$ cat config.mk
export PLATFORM = sky130hd
export DESIGN_NAME = act_lut_loader
export DESIGN_NICKNAME = d
export VERILOG_FILES = /design/src/rtl/act_lut_loader.sv
export SDC_FILE = /design/constraint.sdc
export NUM_CORES = 1
export LEC_CHECK = 0
export ABC_AREA = 1
export BUFFER_PORTS_ARGS = -buffer_cell sky130_fd_sc_hd__buf_2
export CORE_AREA = 2 2 108 110
export CTS_BUF_LIST = sky130_fd_sc_hd__clkbuf_2 sky130_fd_sc_hd__clkbuf_4 sky130_fd_sc_hd__clkbuf_8
export CTS_CLUSTER_SIZE = 24
export DETAILED_ROUTE_END_ITERATION = 6
export DIE_AREA = 0 0 110 112
export MAX_ROUTING_LAYER = met4
export SYNTH_ARGS = -nofsm -noshare
export SYNTH_HDL_FRONTEND = slang
export SYNTH_SLANG_ARGS = --single-unit
$ cat constraint.sdc
create_clock -name clk -period 2.35 [get_ports clk]
set_input_delay 0.3525 -clock clk [delete_from_list [all_inputs] [get_ports clk]]
set_output_delay 0.3525 -clock clk [all_outputs]
set_load 0.02 [all_outputs]
$ cat src/rtl/act_lut_loader.sv
`default_nettype none
// ============================================================================
// Module      : act_lut_loader
// Description : Frames a received byte stream (sync byte, 2**ADDR_WIDTH table
//               entries, 8-bit additive checksum) and drives the write port
//               of the activation LUT RAM. lut_valid is raised only after a
//               load whose checksum matched.
// Revision    : 1.0 - initial release
// ============================================================================
module act_lut_loader #(
    parameter int         ADDR_WIDTH  = 11,
    parameter int         DATA_WIDTH  = 8,
    parameter logic [7:0] SYNC_BYTE   = 8'hA5,
    parameter int         TIMEOUT_CYC = 1000000
) (
    input  logic                  clk,
    input  logic                  rst,
    input  logic                  start,
    input  logic [7:0]            rx_data,
    input  logic                  rx_rdy,
    output logic                  wr_en,
    output logic [ADDR_WIDTH-1:0] wr_addr,
    output logic [DATA_WIDTH-1:0] wr_data,
    output logic                  busy,
    output logic                  done,
    output logic                  err,
    output logic                  lut_valid
);

    // Idle-clock counter only needs to reach TIMEOUT_CYC-1.
    localparam int TW = (TIMEOUT_CYC > 1) ? $clog2(TIMEOUT_CYC) : 1;
    localparam logic [TW-1:0]         C_TLIM = TW'(TIMEOUT_CYC - 1);
    // Last entry address; the extra counter bit must be zero here so the
    // exit from LOAD never depends on the counter wrapping.
    localparam logic [ADDR_WIDTH:0]   C_LAST = {1'b0, {ADDR_WIDTH{1'b1}}};

    typedef enum logic [1:0] {
        S_IDLE  = 2'd0,
        S_SYNC  = 2'd1,
        S_LOAD  = 2'd2,
        S_CHECK = 2'd3
    } state_t;

    state_t              r_state;
    state_t              w_next;
    logic [ADDR_WIDTH:0] r_cnt;
    logic [7:0]          r_sum;
    logic [TW-1:0]       r_tcnt;

    logic w_accept;
    logic w_write;
    logic w_pass;
    logic w_fail;
    logic w_tout;

    // Next-state decode and per-cycle event strobes.
    always_comb begin
        w_next   = r_state;
        w_accept = 1'b0;
        w_write  = 1'b0;
        w_pass   = 1'b0;
        w_fail   = 1'b0;
        w_tout   = (r_state != S_IDLE) && !rx_rdy && (r_tcnt == C_TLIM);
        case (r_state)
            S_IDLE: begin
                if (start) begin
                    w_accept = 1'b1;
                    w_next   = S_SYNC;
                end
            end
            S_SYNC: begin
                if (rx_rdy && (rx_data == SYNC_BYTE)) begin
                    w_next = S_LOAD;
                end
            end
            S_LOAD: begin
                if (rx_rdy) begin
                    w_write = 1'b1;
                    if (r_cnt == C_LAST) begin
                        w_next = S_CHECK;
                    end
                end
            end
            S_CHECK: begin
                if (rx_rdy) begin
                    w_pass = (rx_data == r_sum);
                    w_fail = (rx_data != r_sum);
                    w_next = S_IDLE;
                end
            end
            default: w_next = S_IDLE;
        endcase
        if (w_tout) begin
            w_next = S_IDLE;
        end
    end

    // State register; busy is registered from the next state.
    always_ff @(posedge clk or posedge rst) begin
        if (rst) begin
            r_state <= S_IDLE;
            busy    <= 1'b0;
        end else begin
            r_state <= w_next;
            busy    <= (w_next != S_IDLE);
        end
    end

    // RAM write port: one registered write per data byte in LOAD.
    always_ff @(posedge clk or posedge rst) begin
        if (rst) begin
            wr_en   <= 1'b0;
            wr_addr <= '0;
            wr_data <= '0;
        end else begin
            wr_en <= w_write;
            if (w_write) begin
                wr_addr <= r_cnt[ADDR_WIDTH-1:0];
                wr_data <= DATA_WIDTH'(rx_data);
            end
        end
    end

    // Status flags: done pulses, err and lut_valid hold until the next start.
    always_ff @(posedge clk or posedge rst) begin
        if (rst) begin
            done      <= 1'b0;
            err       <= 1'b0;
            lut_valid <= 1'b0;
        end else begin
            done <= w_pass;
            if (w_accept) begin
                err       <= 1'b0;
                lut_valid <= 1'b0;
            end else begin
                if (w_fail || w_tout) begin
                    err <= 1'b1;
                end
                if (w_pass) begin
                    lut_valid <= 1'b1;
                end
            end
        end
    end

    // Entry counter and running mod-256 checksum.
    always_ff @(posedge clk or posedge rst) begin
        if (rst) begin
            r_cnt <= '0;
            r_sum <= '0;
        end else if (w_accept) begin
            r_cnt <= '0;
            r_sum <= '0;
        end else if (w_write) begin
            r_cnt <= r_cnt + 1'b1;
            r_sum <= r_sum + rx_data;
        end
    end

    // Idle-clock counter: restarts on every byte and whenever IDLE.
    always_ff @(posedge clk or posedge rst) begin
        if (rst) begin
            r_tcnt <= '0;
        end else if ((r_state == S_IDLE) || rx_rdy) begin
            r_tcnt <= '0;
        end else begin
            r_tcnt <= r_tcnt + 1'b1;
        end
    end

endmodule
`default_nettype wire
==> flow_summary.yaml <==
route:
  drcViolationCount: 0
  viasPerCell: 4.571
  vias: 3017
  routedWlPerCell_um: 11.99
  drt_wl_total_mm: 7.916
  antenna_left: 0
  drt_iter0_markers: 183
  drt-pass1-iter-count: 4
setup_path:
  critPathLaunchType: "register"
  cp_cell_sequence: "nor2_1 > nand2_1 > nand2_1 > inv_2 > a22o_1"
  crit_family: "simple AND/OR/NAND/NOR gates"
  cpMostUsedCell: "nand2_1"
  crit_required_ns: 2.60
  r2r_slack_ns: 0.71
  critPathKind: "reg -> reg"
  timing.critical_path.buf_inv: 1
  crit_path_end_kind: "register"
  cp.arrival_ns: 1.89
  path_max_fanout: 12
  cp_slowest_cell: "dfrtp_1"
  crit_path_max_incr_delay_ns: 0.44
place:
  portBuffers: 35
  gp_congestion: 0.8274
  pre_cts_ws_ns: 0.7087
  place.detailed.hpwl_mm: 5.863
timing:
  hold_viol_final: 0
  rsz0062_at_grt: "false"
  tightest_slew_ns: 0.5083
  finalCritPeriodShare_pct: 69.63
  hold_ws_ns: 0.01382
  slew_viol_final: 0
  setup_ws_ns: 0.7136
  setup_viol: 0
  fmax_mhz: 611.1
  slew_headroom_pct: 66.07
  tns_ns: 0
  fin_skew_ns: 0.01186
  finalCriticalPeriod_ns: 1.636
global_routing:
  gr-usage-met3_pct: 3.337
  met2_usage_pct: 21.55
  grt_max_degree: 46
  grt_pass1_wl_mm: 13.80
  gr-total-overflow: 0
  grt_use_met1_pct: 19.18
  grt_use_total_pct: 14.72
  antenna_found_initial: 0
  grt_pass1_vias: 2989
  grt-busiest-layer: "met2"
layout:
  insertedDiodeCount: 0
  drive_gt1_share_pct: 12.38
  final_net_count: 534
  syn2layout_area_growth_pct: 16.47
  fill_cells: 1188
power:
  cellLeakagePower_nw: 2.105
  ir_worst_vdd_mv: 0.3221
  power.density_nw_per_um2: 894.0
die:
  pin_count: 36
  die_h_um: 112
  coreArea_um2: 11170
  start_util_pct: 31.14
  fp-row-count: 39
  die_x_um: 110
  die_area_um2: 12320
cts:
  clk_path_buf_depth: 2
  cts_setup_buffers: 0
  clock-root-buffer: "clkbuf_8"
  cts_tree: "yes"
  path_clk_slew_ns: 0.08
  clock_sinks: 66
  htreeDepth: 3
  cts_hold_buf: 0
  cts-buffers-inserted: 9
  clk_latency_ns: 0.36
  cts-resized-gates: 0
synthesis:
  syn_nets: 492
  async_flop_share_pct: 100.0
  yosys_warnings: 0
  syn-mean-instance-area_um2: 7.403
  synthFlopType: "dfrtp_1"
  seq_area_frac_synth_pct: 47.46
  synth_edf_count: 0
  synthCells: 470
  ys_ff_latch: 66
  ys_types: 28
  synthesis.area_um2: 3480
outcome:
  run_status: "finished, final reports clean"
worst_hold_path:
  min_path_type: "in -> async"
job:
  maxCapViolations: 0
-- flip-flops by register name (all words and copies together), names as in the netlist --
name / flops
wr_data: 8
wr_en: 1
r_tcnt: 20
r_cnt: 12
r_sum: 8
err: 1
done: 1
wr_addr: 11
lut_valid: 1
busy: 1
r_state: 2
-- worst reg2reg max path: stages, from the launching register on --
cell,delay [ns]
dfrtp_1,0.44
nor2_1,0.26
nand2_1,0.32
nand2_1,0.22
inv_2,0.11
a22o_1,0.19
-- synthesized netlist by cell type, types with 2 or more instances --
cell type  count  share of area (%)
a21oi_1       21                3.0
buf_2          5               0.72
dfrtp_1       66                 47
ha_1           9                3.2
inv_1         69                7.4
inv_2          3               0.32
nand2_1      145                 16
nand3_1       33                4.7
nand3b_1       2               0.43
nand4_1        7                1.3
nor2_1        53                5.7
nor2_2         3               0.54
nor3_1         6               0.86
o21ai_0       33                4.7
xnor2_1        2               0.50
-- per-layer routing --
layer,share of wire [%],vias up
li1,-,1564
met1,50,1392
met2,44,47
met3,4.2,14
met4,2.2,0
met5,0,-
-- final timing paths --
check / start / end / cells past startpoint
min in group clk: rx_data[0] / wr_data[0] / 3
max in group asynchronous: rst / wr_data[6] / 3
worst max-delay path: r_state[1] / r_sum[0] / 5
worst max register to register: r_state[1] / r_sum[0] / 5
worst min-delay path: rst / wr_addr[9] / 2
worst min register to register: r_tcnt[0] / r_tcnt[0] / 1
-- area by class of cell --
cell class / instances / area (um^2) / area share [%]
clock buffer: 10 / 131.4 / 3.242
clock inverter: 6 / 90.09 / 2.223
inverter: 72 / 270.3 / 6.669
multi-input combinational: 325 / 1520 / 37.51
sequential: 66 / 1652 / 40.75
tap: 143 / 178.9 / 4.415
timing repair buffer: 38 / 210.2 / 5.187
-- stage by stage --
step | util, % | instance area, um^2 | cells | power, W
after detailed placement | 34.29 | 3831 | 644 | 0.002580
after floorplan | - | 3480 | 470 | 0.002257
after CTS | 36.27 | 4053 | 660 | 0.003669
final | 36.27 | 4053 | 660 | 0.003623
after global routing | 36.27 | 4053 | 660 | 0.003893
after global placement | 34.29 | 3831 | 644 | 0.002557
-- cells in the final DEF (no fill, tap or decap), drive strengths merged --
cell type	synthesis	layout
a211oi	1	1
nand3	34	34
nand4	7	7
buf	6	38
xor2	1	1
o21a	1	1
a22o	1	1
nand3b	2	2
nor2	57	57
fa	1	1
a21oi	21	21
dfrtp	66	66
a31oi	1	1
o22ai	1	1
clkbuf	1	10
nor3	7	7
inv	72	73
o21ai	33	33
ha	9	9
nor3b	1	1
nand2	145	145
clkinv	0	2
xnor2	2	2
clkinvlp	0	1
bufinv	0	2
-- kinds of logic after synthesis --
group	after synthesis	synth area share, %
AOI/OAI and AO/OA	59	8.810
DFF	66	47.46
and+or+nand+nor	253	30.31
xor gates and xnor gates	3	0.7553
buffers and inverters	79	8.846
adders and majority gates	10	3.812
-- power breakdown --
group | switching [W] | leakage (nW) | internal (W)
clock | 0.000467 | 0.110 | 0.000613
sequential | 0.000151 | 0.890 | 0.00137
combinational | 0.000664 | 1.10 | 0.000359
total | 0.00128 | 2.11 | 0.00234
Power figures use the tool's default switching activity.
